<file path="src/rtl/fetch_unit.sv">
// Decoupled instruction-fetch unit: credit-limited sequential requests, in-order response queue,
// redirect with flush and stale-response discard. Define FETCH_PERF_EN for pop/bubble counters.
module fetch_unit #(
  parameter int                    ADDR_WIDTH  = 64,
  parameter int                    INSTR_WIDTH = 32,
  parameter int                    DEPTH       = 4,
  parameter logic [ADDR_WIDTH-1:0] RESET_PC    = '0
) (
  input  logic                   i_clk,
  input  logic                   i_arst,
  input  logic                   i_redirect,
  input  logic [ADDR_WIDTH-1:0]  i_redirect_pc,
  output logic                   o_mem_req_valid,
  output logic [ADDR_WIDTH-1:0]  o_mem_req_addr,
  input  logic                   i_mem_req_ready,
  input  logic                   i_mem_rsp_valid,
  input  logic [INSTR_WIDTH-1:0] i_mem_rsp_data,
  output logic                   o_instr_valid,
  input  logic                   i_instr_ready,
  output logic [INSTR_WIDTH-1:0] o_instruction,
  output logic [ADDR_WIDTH-1:0]  o_pc,
  output logic [ADDR_WIDTH-1:0]  o_pc_plus4
`ifdef FETCH_PERF_EN
  ,
  output logic [31:0]            o_perf_fetched,
  output logic [31:0]            o_perf_bubbles
`endif
);

  localparam int PW = $clog2(DEPTH);
  localparam int CW = PW + 1;
  localparam int SW = CW + 2;

  logic [ADDR_WIDTH-1:0]  fetch_pc_q, fetch_pc_d, pc_q, pc_d, redirect_tgt;
  logic [CW-1:0]          count_q, count_d, out_q, out_d, drop_q, drop_d;
  logic [PW-1:0]          head_q, head_d, tail_q, tail_d;
  logic [INSTR_WIDTH-1:0] mem_q [DEPTH];
  logic [INSTR_WIDTH-1:0] mem_d [DEPTH];
  logic [SW-1:0]          used;
  logic                   credit, req_fire, inflight_nz, rsp_take, push, pop;

  // Handshakes: a transfer happens on a rising edge where valid && ready; once the request
  // valid is raised its address stays fixed until accepted, and only a redirect withdraws it.
  assign used        = SW'(count_q) + SW'(out_q) + SW'(drop_q);
  assign credit      = used < SW'(DEPTH);
  assign redirect_tgt = i_redirect_pc & ~ADDR_WIDTH'(3);
  // Gated by the reset pin so the request channel is quiet while reset is held.
  assign o_mem_req_valid = i_arst && !i_redirect && credit;
  assign o_mem_req_addr  = fetch_pc_q;
  assign req_fire        = o_mem_req_valid && i_mem_req_ready;
  assign inflight_nz     = (out_q != '0) || (drop_q != '0);
  assign rsp_take        = i_mem_rsp_valid && inflight_nz;
  assign push            = rsp_take && (drop_q == '0) && !i_redirect;
  assign pop             = (count_q != '0) && i_instr_ready;

  assign o_instr_valid = count_q != '0;
  assign o_instruction = mem_q[head_q];
  assign o_pc          = pc_q;
  assign o_pc_plus4    = pc_q + ADDR_WIDTH'(4);

  always_comb begin
    fetch_pc_d = fetch_pc_q;
    pc_d       = pc_q;
    count_d    = count_q;
    out_d      = out_q;
    drop_d     = drop_q;
    head_d     = head_q;
    tail_d     = tail_q;
    mem_d      = mem_q;
    if (i_redirect) begin
      fetch_pc_d = redirect_tgt;
      pc_d       = redirect_tgt;
      count_d    = '0;
      head_d     = '0;
      tail_d     = '0;
      out_d      = '0;
      // A response in the redirect cycle is retired from whichever pool it belongs to.
      drop_d     = drop_q + out_q - CW'(rsp_take);
    end else begin
      if (req_fire) fetch_pc_d = fetch_pc_q + ADDR_WIDTH'(4);
      if (rsp_take && (drop_q != '0)) drop_d = drop_q - CW'(1);
      if (push) begin
        mem_d[tail_q] = i_mem_rsp_data;
        tail_d        = tail_q + PW'(1);
      end
      if (pop) begin
        head_d = head_q + PW'(1);
        pc_d   = pc_q + ADDR_WIDTH'(4);
      end
      count_d = count_q + CW'(push) - CW'(pop);
      out_d   = out_q + CW'(req_fire) - CW'(push);
    end
  end

  always_ff @(posedge i_clk or negedge i_arst) begin
    if (!i_arst) begin
      fetch_pc_q <= RESET_PC;
      pc_q       <= RESET_PC;
      count_q    <= '0;
      out_q      <= '0;
      drop_q     <= '0;
      head_q     <= '0;
      tail_q     <= '0;
      for (int i = 0; i < DEPTH; i++) mem_q[i] <= '0;
    end else begin
      fetch_pc_q <= fetch_pc_d;
      pc_q       <= pc_d;
      count_q    <= count_d;
      out_q      <= out_d;
      drop_q     <= drop_d;
      head_q     <= head_d;
      tail_q     <= tail_d;
      mem_q      <= mem_d;
    end
  end

`ifdef FETCH_PERF_EN
  logic [31:0] perf_fetched_q, perf_fetched_d, perf_bubbles_q, perf_bubbles_d;

  always_comb begin
    perf_fetched_d = perf_fetched_q + 32'(pop);
    perf_bubbles_d = perf_bubbles_q + 32'(i_instr_ready && (count_q == '0));
  end

  always_ff @(posedge i_clk or negedge i_arst) begin
    if (!i_arst) begin
      perf_fetched_q <= '0;
      perf_bubbles_q <= '0;
    end else begin
      perf_fetched_q <= perf_fetched_d;
      perf_bubbles_q <= perf_bubbles_d;
    end
  end

  assign o_perf_fetched = perf_fetched_q;
  assign o_perf_bubbles = perf_bubbles_q;
`else
  // Without FETCH_PERF_EN no counters are built.
`endif

  rsp_without_request: assert property (@(posedge i_clk) disable iff (!i_arst)
    i_mem_rsp_valid |-> inflight_nz);
  credit_bound: assert property (@(posedge i_clk) disable iff (!i_arst)
    used <= SW'(DEPTH));

endmodule

</file>
<file path="config.mk">
export PLATFORM = sky130hd
export DESIGN_NAME = fetch_unit
export DESIGN_NICKNAME = d
export VERILOG_FILES = /design/src/rtl/fetch_unit.sv
export SDC_FILE = /design/constraint.sdc
export NUM_CORES = 1
export LEC_CHECK = 0
export BUFFER_PORTS_ARGS = -buffer_cell sky130_fd_sc_hd__clkbuf_2
export CAP_MARGIN = 25
export CORE_MARGIN = 4
export CORE_UTILIZATION = 35
export CTS_CLUSTER_DIAMETER = 120
export DETAILED_ROUTE_END_ITERATION = 8
export MAX_ROUTING_LAYER = met4
export PLACE_DENSITY = 0.63
export SYNTH_ARGS = -nofsm -noshare
export SYNTH_HDL_FRONTEND = slang
export SYNTH_SLANG_ARGS = --single-unit
export TNS_END_PERCENT = 20
</file>
<file path="constraint.sdc">
create_clock -name i_clk -period 5.1 [get_ports i_clk]
set_input_delay 0.51 -clock i_clk [delete_from_list [all_inputs] [get_ports i_clk]]
set_output_delay 0.51 -clock i_clk [all_outputs]
set_load 0.05 [all_outputs]
</file>
==> results by stage <==
Yosys:
- In the synthesized netlist the dominant register cell turns out to be sky130_fd_sc_hd__dfrtp_1.
- The largest total area in the synthesized netlist belongs to sky130_fd_sc_hd__dfrtp_1.
- The most common cell in the synthesized netlist is sky130_fd_sc_hd__dfrtp_1.
- The post-synthesis cell type count is 67.
- In this run the cell area of the synthesized design comes to about 0.015 mm².
- By count the netlist is led by sky130_fd_sc_hd__dfrtp_1, sky130_fd_sc_hd__mux2_2, sky130_fd_sc_hd__nor2_1, sky130_fd_sc_hd__nand2_1, sky130_fd_sc_hd__xnor2_1.
- The yosys synthesis warning count is 0.
- The count of state elements after synthesis is 265.
- In the post-synthesis netlist, the biggest area contributors are sky130_fd_sc_hd__dfrtp_1, sky130_fd_sc_hd__mux2_2, sky130_fd_sc_hd__xnor2_1, sky130_fd_sc_hd__mux4_2, sky130_fd_sc_hd__xor2_1.
- The synthesized instance count is 1376.
- The post-synthesis area per instance is 10.8 µm².
- The number of enable flip-flop cells after synthesis is 0.
- The sequential fraction of the synthesis area is 44.6%.
- The fraction of post-synthesis cell area in the top cell type by area is 44.6%.
- After synthesis, the share of flip-flops with an asynchronous set or reset is 100%.

Power and ir drop:
- Summing internal, switching and leakage power gives between 0.007 and 0.008 W.
- Summed over all cells, the static leakage comes to 8.20 nW.
- The ratio of total power to cell area is approximately 430 mW/mm².
- The maximum vdd ir drop is 0.198 mV.

Finish:
- The share of final-layout standard cells stronger than drive strength 1 is 36.6%.
- The final-layout fill cell count is 4099.
- In the final design database the tool counted ~1800 nets.
- The area added between synthesis and finish is 21.7%.
- The area taken by flip-flops and latches is 0.00663 mm².
- The area of combinational cells with multiple inputs is 0.00774 mm².
- At the end of the flow the core is filled with cells to a little over two fifths.
- The non-filler instance count after layout is 2239.

Routing:
- Using the TritonRoute via totals, the vias-per-cell ratio works out to ~5.4.
- In the routed design, unresolved DRC markers number 0.
- The total wire length after detailed routing is 49.2 mm.
- The iteration count of the initial detailed-routing pass is 6.
- The count of vias placed by the detailed router is 12200.
- Dividing the detail-routed wire length by the instance count gives 22.0 µm.
- The remaining number of nets flagged by the antenna check after routing is 0.
- The detailed router finished its first iteration with 832 violations.

Job:
- The number of max-cap violations is 0.

Clock tree:
- Counting the buffers created by CTS gives 34.
- The number of buffers between clock root and the deepest sink is 3.
- Clock-pin slew was measured on the worst setup and hold paths at 60 ps.
- The library cell used as clock root buffer is sky130_fd_sc_hd__clkbuf_16.
- The number of post-CTS setup repair buffers is 0.
- The CTS tree is yes.
- The tree built by TritonCTS fans out to 265 sinks.
- The clock tree synthesis step divided the H-tree into 2 levels.
- The cts-stage hold buffer count is 1.
- The later pin in the worst-skew pair is clocked with a latency of 530 ps.
- After clock tree synthesis, the repair step resized 0 gates.

Global routing:
- The largest net degree at the start of global routing is 75.
- The initial antenna violation count is 7.
- The overflow left after global routing is 0.
- The met2 demand-to-capacity share in global routing is between 30% and 40%.
- For met3 alone, demand over resource in global routing was under 10%.
- The via count of the first global-routing pass is 12400.
- The first global-routing pass estimated 76.1 mm of wire.
- Global routing used 21.8% of the available tracks across all layers.
- In the global route stage, met1 resource usage came out at 28.2%.
- The most heavily used metal layer in global routing is met2.

STA:
- On the final layout, the worst clock skew is 23.2 ps.
- The final-report max-slew violation count is 0.
- The setup total negative slack is 0 ps.
- The number of endpoints with negative hold slack in the final report was 0.
- Of the available clock period, the critical path in the final layout requires roughly 83%.
- The final hold slack is between 200 and 250 ps.
- For the pin with the worst max-slew slack, the measured transition is ~1000 ps.
- For this run, the top clock speed supported by timing is around 240 MHz.
- The worst pin sits at a relative slew slack of a little under a third.
- Setup repair after global routing left no endpoint under its margin.
- The worst path needs 4240 ps of the cycle, external delays included.
- The setup violation total in the final timing report is 0.

Critical path:
- The worst stage delay on the critical path is 730 ps.
- By startpoint and endpoint, the worst setup path is classified as flip-flop to output pin.
- The worst setup path endpoint is o_pc_plus4[43].
- The cell depth of the worst flop-to-flop path is 10.
- The sum of buffers and inverters on the critical path is 1.
- In this run the critical register-to-register path is launched from out_q[1].
- The maximum fanout count along the critical path is 10.
- For this design, the slowest cell found on the critical path is sky130_fd_sc_hd__nor3_2.
- Broken down by cell family, the worst path's largest delay share belongs to simple AND/OR/NAND/NOR gates.
- Walking the worst path, the cells encountered are nand4_1 -> nor3_2 -> and4_1 -> nand3_1 -> nor2_1 -> xor2_1 -> clkbuf_2.
- The kind of end point of the critical path is an output pin.
- In this run the number of cells on the critical path is 7.
- The endpoint of the most critical register-to-register path is o_mem_req_addr[43].
- The setup slack on the worst flop-to-flop path is 1270 ps.
- For the worst setup path, the data arrival time is 3730 ps.
- Tracing the worst setup path back leads to its startpoint at o_pc[13].
- Data on the critical path is required at its endpoint by 4590 ps.
- The worst setup path is launched from a flip-flop.

Die:
- The die is ~210 µm wide.
- 328 I/O pins were placed.
- Measured along the y axis, the die boundary spans about 210 µm.
- Row generation in the floorplan step produced 75 rows.
- The region available for standard cell placement spans around 0.042 mm².
- The overall die area is 0.0458 mm².
- The effective utilization at floorplan is 35.4%.

Placement:
- Input and output buffers added on the ports amount to 319.
- The final estimated routing congestion in global placement is approximately 0.91.
- The number of cells in the design after placement is 2168.
- Detailed placement finished with a half-perimeter wire length of 36.1 mm.

Worst hold path:
- The worst min-delay path category is input pin to flip-flop.

Outcome:
- The flow ran to the end, and the final reports show no timing, DRC or antenna violations.
-- metal layers --
layer	up-vias	routed length, µm	part of all wire (%)
met5	-	0	0
met4	0	1780	3.6
met3	95	3760	7.6
met2	465	23000	47
met1	6093	20700	42
li1	5503	-	-
-- area by class of cell --
type | instances | area share (%)
Antenna cell | 7 | 0.0969
Clock buffer | 52 | 5.82
Clock inverter | 9 | 0.339
Inverter | 40 | 0.837
Multi-Input combinational cell | 991 | 42.8
Sequential cell | 265 | 36.7
Tap cell | 539 | 3.73
Timing Repair Buffer | 336 | 9.70
-- metrics by stage --
stage	instance area, µm²	setup WS, ps
after floorplan	14900	1450
after global placement	16900	1390
after detailed placement	16900	1350
after CTS	18000	932
after global routing	18100	818
final	18100	856
-- power breakdown --
group          switching [W]  leakage [nW]  internal (W)  total, W
clock network       0.000945         0.544       0.00143   0.00237
registers           0.000352          3.41       0.00236   0.00272
logic                0.00188          4.25      0.000819   0.00270
total                0.00317          8.20       0.00461   0.00778
-- cell usage in the layout (no fill, tap or decap), drive strengths merged, types with 6 or more instances in the layout --
master	count
nor2b	6
nand4	60
fa	6
o21ai	33
and3	19
dfrtp	265
nand2b	8
conb	6
nor4	23
and4	10
xnor2	88
clkinv	8
a21oi	21
nor3	49
o211ai	7
clkbuf	370
a21boi	8
buf	17
mux2	178
or3	8
nand2	95
inv	39
nand3	78
xor2	80
and2	7
diode	7
mux4	32
nor2	99
ha	17
-- worst register-to-register path: stages (launching register included) --
cell	delay, ps
sky130_fd_sc_hd__dfrtp_1	430
sky130_fd_sc_hd__inv_1	110
sky130_fd_sc_hd__fa_1	520
sky130_fd_sc_hd__nor2_1	180
sky130_fd_sc_hd__fa_1	450
sky130_fd_sc_hd__nor3b_1	350
sky130_fd_sc_hd__and2_0	420
sky130_fd_sc_hd__nand3_1	450
sky130_fd_sc_hd__nor4_1	420
sky130_fd_sc_hd__xor2_1	110
sky130_fd_sc_hd__mux2_2	270
-- flip-flops by register name, indices dropped and copies added (netlist names) --
signal          flops
o_pc               62
tail_q              2
mem_q             128
o_mem_req_addr     62
out_q               3
count_q             3
drop_q              3
head_q              2
-- cells by family (layout without fill, tap and decap cells) --
kind of cell | Yosys count | after routing | share of synthesized area (%)
and+or+nand+nor | 479 | 479 | 16.6
xor gates and xnor gates | 168 | 168 | 9.90
adders and majority gates | 23 | 23 | 2.24
AOI/OAI and AO/OA | 100 | 100 | 4.39
buffers and inverters | 125 | 437 | 3.54
muxes | 215 | 215 | 18.7
DFF | 265 | 265 | 44.6
other | 1 | 13 | 0.0252
-- worst min-delay path by stage --
| stage | cells past startpoint | to | start | slack [ps] |
|---|---|---|---|---|
| finish | 3 | o_pc[9] | i_redirect_pc[9] | 220 |
| global route | 2 | o_mem_req_addr[7] | i_redirect_pc[7] | 210 |
| CTS | 3 | o_pc[9] | i_redirect_pc[9] | 190 |
| detailed placement | 1 | mem_q[32] | mem_q[32] | 470 |
| global placement | 1 | mem_q[32] | mem_q[32] | 460 |
| floorplan | 0 | count_q[0] | i_arst | 210 |
No activity file was read; power rests on OpenSTA's default activity.
